`src/rtl/msk_demux_par.sv`:
```
// Masked 1-to-2 demultiplexer: steers a shared bundle into one of two registered output slots.
// Latency: 1 cycle (accept at edge n, out_x_valid from edge n); backpressure: in_ready follows targeted slot.
module msk_demux_par #(
    parameter int d     = 1,
    parameter int count = 1
) (
    input  logic                 clk,
    input  logic                 rst,
    input  logic [count*d-1:0]   in_data,
    input  logic                 in_sel,
    input  logic                 in_valid,
    output logic                 in_ready,
    output logic [count*d-1:0]   out_t_data,
    output logic                 out_t_valid,
    input  logic                 out_t_ready,
    output logic [count*d-1:0]   out_f_data,
    output logic                 out_f_valid,
    input  logic                 out_f_ready
);

    localparam int W = count * d;

    typedef enum logic {
        EMPTY = 1'b0,
        FULL  = 1'b1
    } slot_st_e;

    slot_st_e         t_st_q, f_st_q;
    logic [W-1:0]     t_dat_q, f_dat_q;

    logic t_can_take, f_can_take;
    logic t_drain, f_drain;
    logic acc_t, acc_f;

    // A FULL slot can still take a bundle when its consumer drains it this cycle.
    assign t_can_take = (t_st_q == EMPTY) || out_t_ready;
    assign f_can_take = (f_st_q == EMPTY) || out_f_ready;
    assign t_drain    = (t_st_q == FULL) && out_t_ready;
    assign f_drain    = (f_st_q == FULL) && out_f_ready;

    assign in_ready = in_sel ? t_can_take : f_can_take;
    assign acc_t    = in_valid && in_ready && in_sel;
    assign acc_f    = in_valid && in_ready && !in_sel;

    // in_sel only gates load enables; shares are copied bit-for-bit, never combined.
    always_ff @(posedge clk) begin
        if (rst) begin
            t_st_q  <= EMPTY;
            f_st_q  <= EMPTY;
            t_dat_q <= '0;
            f_dat_q <= '0;
        end else begin
            case (t_st_q)
                EMPTY:   if (acc_t) t_st_q <= FULL;
                FULL:    if (t_drain && !acc_t) t_st_q <= EMPTY;
                default: t_st_q <= EMPTY;
            endcase
            case (f_st_q)
                EMPTY:   if (acc_f) f_st_q <= FULL;
                FULL:    if (f_drain && !acc_f) f_st_q <= EMPTY;
                default: f_st_q <= EMPTY;
            endcase
            if (acc_t) t_dat_q <= in_data;
            if (acc_f) f_dat_q <= in_data;
        end
    end

    assign out_t_valid = (t_st_q == FULL);
    assign out_f_valid = (f_st_q == FULL);
    assign out_t_data  = t_dat_q;
    assign out_f_data  = f_dat_q;

endmodule

```
`config.mk`:
```
export PLATFORM = sky130hd
export DESIGN_NAME = msk_demux_par
export DESIGN_NICKNAME = d
export VERILOG_FILES = /design/src/rtl/msk_demux_par.sv
export SDC_FILE = /design/constraint.sdc
export NUM_CORES = 1
export LEC_CHECK = 0
export ABC_AREA = 1
export CORE_AREA = 2 2 39 41
export CTS_CLUSTER_DIAMETER = 50
export DETAILED_ROUTE_END_ITERATION = 8
export DIE_AREA = 0 0 41 43
export MAX_ROUTING_LAYER = met4
export PLACE_DENSITY = 0.37
export SLEW_MARGIN = 40
export SYNTH_ARGS = -nofsm -noshare
export SYNTH_HDL_FRONTEND = slang
export SYNTH_SLANG_ARGS = --single-unit
```
`constraint.sdc`:
```
create_clock -name clk -period 0.8 [get_ports clk]
set_input_delay 0.08 -clock clk [delete_from_list [all_inputs] [get_ports clk]]
set_output_delay 0.08 -clock clk [all_outputs]
set_load 0.005 [all_outputs]
```
==> run summary, run 1 <==
The setup violation total in the final timing report is 4. The total chip power is 0.6116 mW. The XOR/XNOR share of the synthesized area came out at 0. The starting density of the core is 0.1510. The routed layout has 251 vias. The worst setup path is launched from a flip-flop. Counting every sink on the clock net gives 4.

In this run the standard cell core region covers 1384 um2. The number of routed nets with antenna violations came out at 0. The run finished, with violations left. The quantity of I/O buffers inserted on ports is 11. The master cell of the clock root buffer is clkbuf_4. The via count of the first global-routing pass came out at 231. The area fraction in and, or, nand and nor cells after synthesis is 0.3892. The maximum number of pins on one net before global-route repair is 5.

CTS built an H-tree with a depth of 1. In this run the mean area of a mapped cell was 6.332 um2. The growth of design area from synthesis to finish came out at 94.01%. The total routing usage reported by global routing is 0.07819. Once routing completed, OpenROAD measured the worst setup slack at -0.1817 ns.

Measured along the y axis, the die boundary spans 43 um. 12 I/O pins were placed. After detailed routing, the number of remaining DRC violations is 0. Of the cells placed in the final design, the portion with a size suffix greater than 1 is 0.4151. The total number of nets in the final design came out at 62. The tightest min-delay check is of the input port to flip-flop type.

The clock-pin slew reported for the worst setup and hold paths after clock tree synthesis came out at 0.04 ns. The share of the core filled with cells in the final layout came out at 0.2929. TritonCTS built the clock tree. Of all nets on the critical path, the largest fanout is 2. Synthesis inferred 4 register bits. Dividing the detail-routed wire length by the instance count gives 7.957 um. The die footprint is 1763 um2.

The fill cell total of the finished layout came out at 161. The average via count per standard cell came out at 3.638. The final cycle utilization of the critical path came out at 1.227. The area fraction in compound gates after synthesis was 0.02994.

The iteration count of the initial detailed-routing pass is 1. The number of warnings reported in the yosys synthesis log is 0. The total inserted antenna cells came out at 0. The first global-routing pass estimated 834 um of wire. Across the routed clock network, the largest skew measured is 0.00001726 ns. The number of rows in the core area is 14. Across the run, the number of max-cap violations was 0. The initial antenna violation count came out at 0. The number of max-slew violations in the final report is 0. The post-synthesis net count is 40. The final number of hold-violating endpoints came out at 0. The distinct cell type count of the synthesized netlist came out at 9. The final wirelength is 549 um. The data required time at the worst endpoint is 0.72 ns. The detailed-placement wirelength estimate is 351.9 um. The final weighted congestion of routability-driven global placement came out at 0.7159. STA classifies the critical path endpoint as an output port. After synthesis, the largest family of logic cells by area is simple AND/OR/NAND/NOR gates. Setup repair after global routing could not meet its margin everywhere. The minimum clock period came out at 0.9817 ns. The count of routing violations after the opening detailed-route iteration came out at 0. The insertion delay of the later-clocked pin in the worst-skew pair is 0.24 ns.

The maximum buffer depth of the clock tree is 2. The number of buffers inserted for hold repair after clock tree synthesis is 0. Of the total synthesized cell area, the portion taken by full adders, half adders and majority gates is 0.

The relative slew slack is 0.8691. The cell count after synthesis came out at 33. The library cell used most frequently in the layout, excluding fill and tap cells, is inv_1. The multiplexer share of the synthesized area came out at 0. The power per cell area came out at 1509 nW/um2. Timing would allow up to 1.019 GHz.

TritonCTS created 3 clock buffers. The portion of the post-synthesis area used by sequential elements is 0.3832. The maximum vdd drop is 607.3 uV. The library cells used most frequently in the layout, excluding fill and tap cells, are inv_1 (10), nand2_1 (8), buf_4 (4). The checks that failed: negative setup slack. The arrival time reported for the critical path endpoint is 0.90 ns. The synthesized netlist occupies a cell area of 209.0 um2.

The reported leakage power is 0.2428 nW. The critical path in this run is classified as flip-flop to output port. The total overflow left after global routing is 0. The slew at the pin with the worst max-slew slack is 0.1957 ns. The horizontal die dimension came out at 41 um.
-- through the flow --
step / hold slack [ns] / std cells / TNS (ns) / area [um2] / worst slack [ns]
2_1_floorplan: 0.2278 / 33 / 0 / 209.0 / 0.07262
6_report: 0.4081 / 69 / -0.4158 / 405.4 / -0.1817
3_5_place_dp: 0.5007 / 65 / -2.240 / 376.6 / -0.5962
5_1_grt: 0.4592 / 69 / -0.7940 / 405.4 / -0.2372
3_3_place_gp: 0.5040 / 65 / -2.323 / 376.6 / -0.6052
4_1_cts: 0.4001 / 69 / -0.5325 / 410.4 / -0.1875
-- layout make-up --
type,count,area (um2),area share
Clock buffer,3,22.52,0.05556
Inverter,11,41.29,0.1019
Multi-Input combinational cell,18,97.59,0.2407
Sequential cell,4,83.83,0.2068
Tap cell,16,20.02,0.04938
Timing Repair Buffer,17,140.1,0.3457
-- synth_stat cells, drive strengths merged --
| master | number | area share |
|---|---|---|
| a31oi | 1 | 0.030 |
| dfxtp | 4 | 0.38 |
| inv | 11 | 0.20 |
| nand3 | 2 | 0.072 |
| nor2 | 3 | 0.054 |
| nand4 | 2 | 0.060 |
| nand2 | 10 | 0.20 |
-- sequential cells by signal, summed over array words and instances, names as in the netlist --
name,count
out_f_valid,1
out_t_data,1
out_f_data,1
out_t_valid,1
-- routing by layer --
metal	track usage	vias to the layer above	wire, um
met1	0.09646	103	266
met3	0.01571	0	57
met5	-	-	0
met2	0.08750	11	225
li1	-	137	-
met4	0.1000	0	0
-- power breakdown --
group,leakage (nW),internal (mW),switching (mW)
clock network,0.0138,0.169,0.0941
registers,0.0341,0.215,0.00563
logic,0.195,0.0730,0.0551
-- logic make-up (layout without fill, tap and decap cells) --
| group | Yosys count | after routing |
|---|---|---|
| AND/OR/NAND/NOR | 17 | 17 |
| buffers and inverters | 11 | 31 |
| flip-flops | 4 | 4 |
| AO/OA/AOI/OAI | 1 | 1 |
-- path summary, 6_finish.rpt --
kind	start	end	slack (ns)	cells past startpoint
worst min-delay path	out_f_ready	out_f_valid$_SDFF_PP0_	0.41	7
worst min register to register	out_f_data$_SDFFE_PP0P_	out_f_data$_SDFFE_PP0P_	0.50	4
worst max-delay path	out_f_valid$_SDFF_PP0_	in_ready	-0.18	4
worst max register to register	out_t_valid$_SDFF_PP0_	out_t_data$_SDFFE_PP0P_	-0.02	6
-- critical path, cell delays in order, from the launching register on --
cell	delay, ns
dfxtp_2	0.31
nand2_2	0.06
nor2_1	0.04
a31oi_1	0.13
buf_2	0.13
-- timing repair --
| item | 4_1_cts | 5_1_grt |
|---|---|---|
| setup buffers | 2 | 0 |
| resized for setup | 30 | 1 |
| pin swaps | 5 | 3 |
| endpoints found under the setup margin | 9 | 7 |
Note: power is estimated with default switching activity, not from simulation.
==> inputs of run 2 (changes only) <==
- ABC_AREA: 1 -> default
- PLACE_DENSITY: 0.37 -> 0.33
- SETUP_SLACK_MARGIN: default -> 0.05
- clock period: 0.8 -> 1.2 ns (I/O delays scaled with it)
==> run 2 against run 1 <==
Against the previous run:
- the flow now finishes without violations
- final area decreased by 7.1%
- non-clock buffer count decreased by 2
- clock skew about the same
- synthesized area decreased by 17%
- hold slack got worse by 0.10 ns
- final cell count decreased by 22%
- utilization decreased by 2.1 points
- critical path type is now flip-flop to flip-flop
- critical endpoint is now out_t_data$_SDFFE_PP0P_
- largest cell class unchanged
- largest power group unchanged
- highest routed layer unchanged
==> run summary, run 2 <==
The total routing usage reported by global routing came out at 0.07392 (was 0.07819). The slowest stage cell on the critical path was or3b_4 (was dfxtp_2). The global-route track usage on met2 is 0.09375 (was 0.08750). The TritonCTS clock tree was done (unchanged).

The reported leakage power came out at 0.1835 nW (was 0.2428 nW). The number of buffers inserted for hold repair after clock tree synthesis is 0 (unchanged). The insertion delay of the later-clocked pin in the worst-skew pair is 0.23 ns (was 0.24 ns).

The share of the synthesized area in the top cell type came out at 0.4638 (was 0.3832). Crit path cell chain: nor2b_4 -> buf_6 -> or3b_4 -> a21oi_2 (was nand2_2 -> nor2_1 -> a31oi_1 -> buf_2). Commonest cells after routing, fill and taps aside: nand2b_1 (4), clkdlybuf4s50_1 (4), dlygate4sd2_1 (4) (was inv_1 (10), nand2_1 (8), buf_4 (4)).

The number of rows in the core area is 14 (unchanged). The number of synthesized flops with an enable pin came out at 0 (unchanged). Derived from the worst setup path, the maximum achievable clock frequency is 0.9110 GHz.

The area fraction in and, or, nand and nor cells after synthesis is 0.3333 (was 0.3892). The library cell occupying the most area in the post-synthesis netlist is dfxtp_1 (unchanged). The met1 global-route usage came out at 0.06390 (was 0.09646). The XOR/XNOR share of the synthesized area came to 0 (unchanged). The count of unresolved DRC violations after routing was 0 (unchanged). The delay of the slowest cell on the worst path came to 0.36 ns (was 0.31 ns). The summed negative setup slack over all endpoints is 0 ns (was -0.4158 ns). The global route total overflow came out at 0 (unchanged).

The chip height came to 43 um (unchanged). The class of the most critical setup path was flip-flop to flip-flop (was flip-flop to output port). The average via count per standard cell came out at 3.611 (was 3.638).

The setup violation total in the final timing report came to 0 (was 4). The per-instance average area after synthesis is 8.633 um2 (was 6.332 um2). The highest fanout seen on the critical path is 3 (was 2). The dominant combinational cell family by area after synthesis is simple AND/OR/NAND/NOR gates (unchanged). The endpoint type of the worst setup path is a flip-flop (was output port).

The final wirelength came out at 482 um (was 549 um). The clock-pin slew reported for the worst setup and hold paths after clock tree synthesis came out at 0.04 ns (about the same). The arrival time reported for the critical path endpoint is 1.27 ns (was 0.90 ns). The minimum clock period is 1.098 ns. The via count of the first global-routing pass came out at 209 (was 231). The multiplexer share of the synthesized area is 0.05797 (was 0).

The post-synthesis cell count is 20 (was 33). The maximum buffer depth of the clock tree is 2 (unchanged). The number of clock sinks came out at 4 (unchanged).

The dominant cell by count in the synthesized netlist is nand2b_1 (was inv_1). Area contributors post-synth: dfxtp_1 (46%), nand2b_1 (18%), a21oi_1 (12%), mux2i_1 (5.8%), or3b_1 (5.1%) (was dfxtp_1 (38%), inv_1 (20%), nand2_1 (14%), nand2_2 (6.0%), nand4_1 (6.0%)). The routed wire length per instance came out at 8.926 um (was 7.957 um).

The portion of the post-synthesis area used by sequential elements came to 0.4638 (was 0.3832). The post-synthesis async set-or-reset flop share came to 0 (unchanged). The startpoint type of the worst setup path is a flip-flop (unchanged). The path class of the lowest-slack min-delay path is input port to flip-flop (unchanged). The die footprint is 1763 um2 (unchanged). The quantity of I/O buffers inserted on ports is 11 (unchanged). The slew at the pin with the worst max-slew slack is 0.1980 ns (was 0.1957 ns). The number of buffers added by the clock tree synthesis step came to 3 (unchanged).

Commonest cells in the netlist: nand2b_1 (5), a21oi_1 (4), dfxtp_1 (4) (was inv_1 (11), nand2_1 (8), dfxtp_1 (4)). The count of vias placed by the detailed router is 195 (was 251). The total inserted antenna cells was 0 (unchanged). The clock skew after layout came out at 0.00002823 ns (was 0.00001726 ns). The total number of nets in the final design came out at 47 (was 62). The maximum vdd drop is 242.5 uV (was 607.3 uV).

The cell area reported after detailed placement came out at 332.8 um2 (was 376.6 um2). The total standard cell area after synthesis came to 172.7 um2 (was 209.0 um2). The number of routed nets with antenna violations came out at 0 (unchanged).

The boundary pin count is 12 (unchanged). The area of the core came to 1384 um2 (unchanged). The layer carrying the most global-route usage was met4 (unchanged).

The starting density of the core is 0.1248 (was 0.1510). The final weighted congestion of routability-driven global placement came to 0.6057 (was 0.7159). The H-tree depth is 1 (unchanged). The global-route wire length before repair is 759 um (was 834 um). The number of max-slew violations in the final report is 0 (unchanged).

The final number of hold-violating endpoints came out at 0 (unchanged). The number of max-cap violations is 0 (unchanged). The power per cell area came out at 1007 nW/um2 (was 1509 nW/um2). The final hold slack came out at 0.3063 ns (was 0.4081 ns). The number of storage elements in the synthesis netlist was 4 (unchanged). The initial antenna violation count is 0 (unchanged). The master cell of the clock root buffer is clkbuf_4 (unchanged).

The leading register cell type out of synthesis is dfxtp_1 (unchanged). The distinct cell type count of the synthesized netlist came out at 9 (unchanged). The detailed-placement wirelength estimate came out at 382.4 um (was 351.9 um).

The data required time at the worst endpoint is 1.37 ns (was 0.72 ns). The number of warnings reported in the yosys synthesis log is 0 (unchanged). RSZ-0062 raised after global routing: false (was true).

The share of cells above drive strength 1 is 0.3421 (was 0.4151). The horizontal die dimension is 41 um (unchanged). The post-CTS setup buffer count is 0 (was 2). The relative slew slack is 0.8666 (was 0.8691).

The post-synthesis net count came to 27 (was 40). The maximum number of pins on one net before global-route repair is 6 (was 5). The post-layout instance area came out at 376.6 um2 (was 405.4 um2). The met3 track demand over resource in global routing is 0.02094 (was 0.01571). The iteration count of the initial detailed-routing pass is 4 (was 1). The final cycle utilization of the critical path is 0.9148. The count of routing violations after the opening detailed-route iteration is 4 (was 0). The total chip power is 0.3793 mW (was 0.6116 mW). The adder-cell share of the synthesized area came to 0 (unchanged). The share of the core filled with cells in the final layout is 0.2722 (was 0.2929). Result of the run: finished, final reports clean (was complete, but fails checks). The growth of design area from synthesis to finish came out at 118.1% (was 94.01%). The area fraction in compound gates after synthesis is 0.1449 (was 0.02994).
## run 2: cell count changes in the layout (fill, tap and decap cells not counted), moves of 3 or more
cell      change
nand2_1       -7
inv_1        -10
a21oi_1       +3
nand2b_1      +4
## run 2: per-layer routing
metal | routed length (um) | vias up
li1 | - | 104
met1 | 189 | 85
met2 | 248 | 6
met3 | 44 | 0
met4 | 0 | 0
met5 | 0 | -
## run 2: worst max-delay path: cells and delay by family (launching register included)
family,cells,cell delay (ns)
buffers and inverters,1,0.11
flip-flops,1,0.31
AO/OA/AOI/OAI,1,0.13
AND/OR/NAND/NOR,2,0.48
## run 2: layout make-up
type	instances	area (um2)
fillers	160	1007
repair buffers	15	138.9
multi-input cells	16	113.9
flip-flops and latches	4	81.33
clock buffers	3	22.52
well taps	16	20.02
## run 2: path summary, 6_finish.rpt
path,startpoint,end,slack [ns],depth (start not counted)
hold / removal,in_sel,out_t_valid$_SDFF_PP0_,0.31,4
setup reg to reg,out_t_valid$_SDFF_PP0_,out_t_data$_SDFFE_PP0P_,0.10,4
hold reg to reg,out_f_data$_SDFFE_PP0P_,out_f_data$_SDFFE_PP0P_,0.48,2
setup / recovery,out_t_valid$_SDFF_PP0_,out_t_data$_SDFFE_PP0P_,0.10,4
## run 2: logic make-up after synthesis
family,Yosys count
multiplexers,1
flip-flops,4
AND/OR/NAND/NOR,10
AO/OA/AOI/OAI,5
## run 2: timing repair
item / 4_1_cts / 5_1_grt
gates resized for setup: 9 / 8
endpoints found under the setup margin: 5 / 1
pin swaps: 0 / 2
## run 2: power breakdown
group	switching, mW	total (mW)	internal (mW)
Sequential	0.00364	0.145	0.141
Combinational	0.0221	0.0675	0.0455
Clock	0.0552	0.167	0.112
Total	0.0809	0.379	0.298
## run 2: stage by stage
step	worst slack, ns	cells
final	0.1023	54
after detailed placement	-0.2647	51
after global placement	-0.2524	51
after CTS	0.05889	54
after floorplan	0.2251	20
after global routing	0.06654	54
==> inputs of run 3 (changes only) <==
- CAP_MARGIN: default -> 20
==> results of run 3 <==
Same layout as run 2: the final DEF is identical, and so are final timing and power.
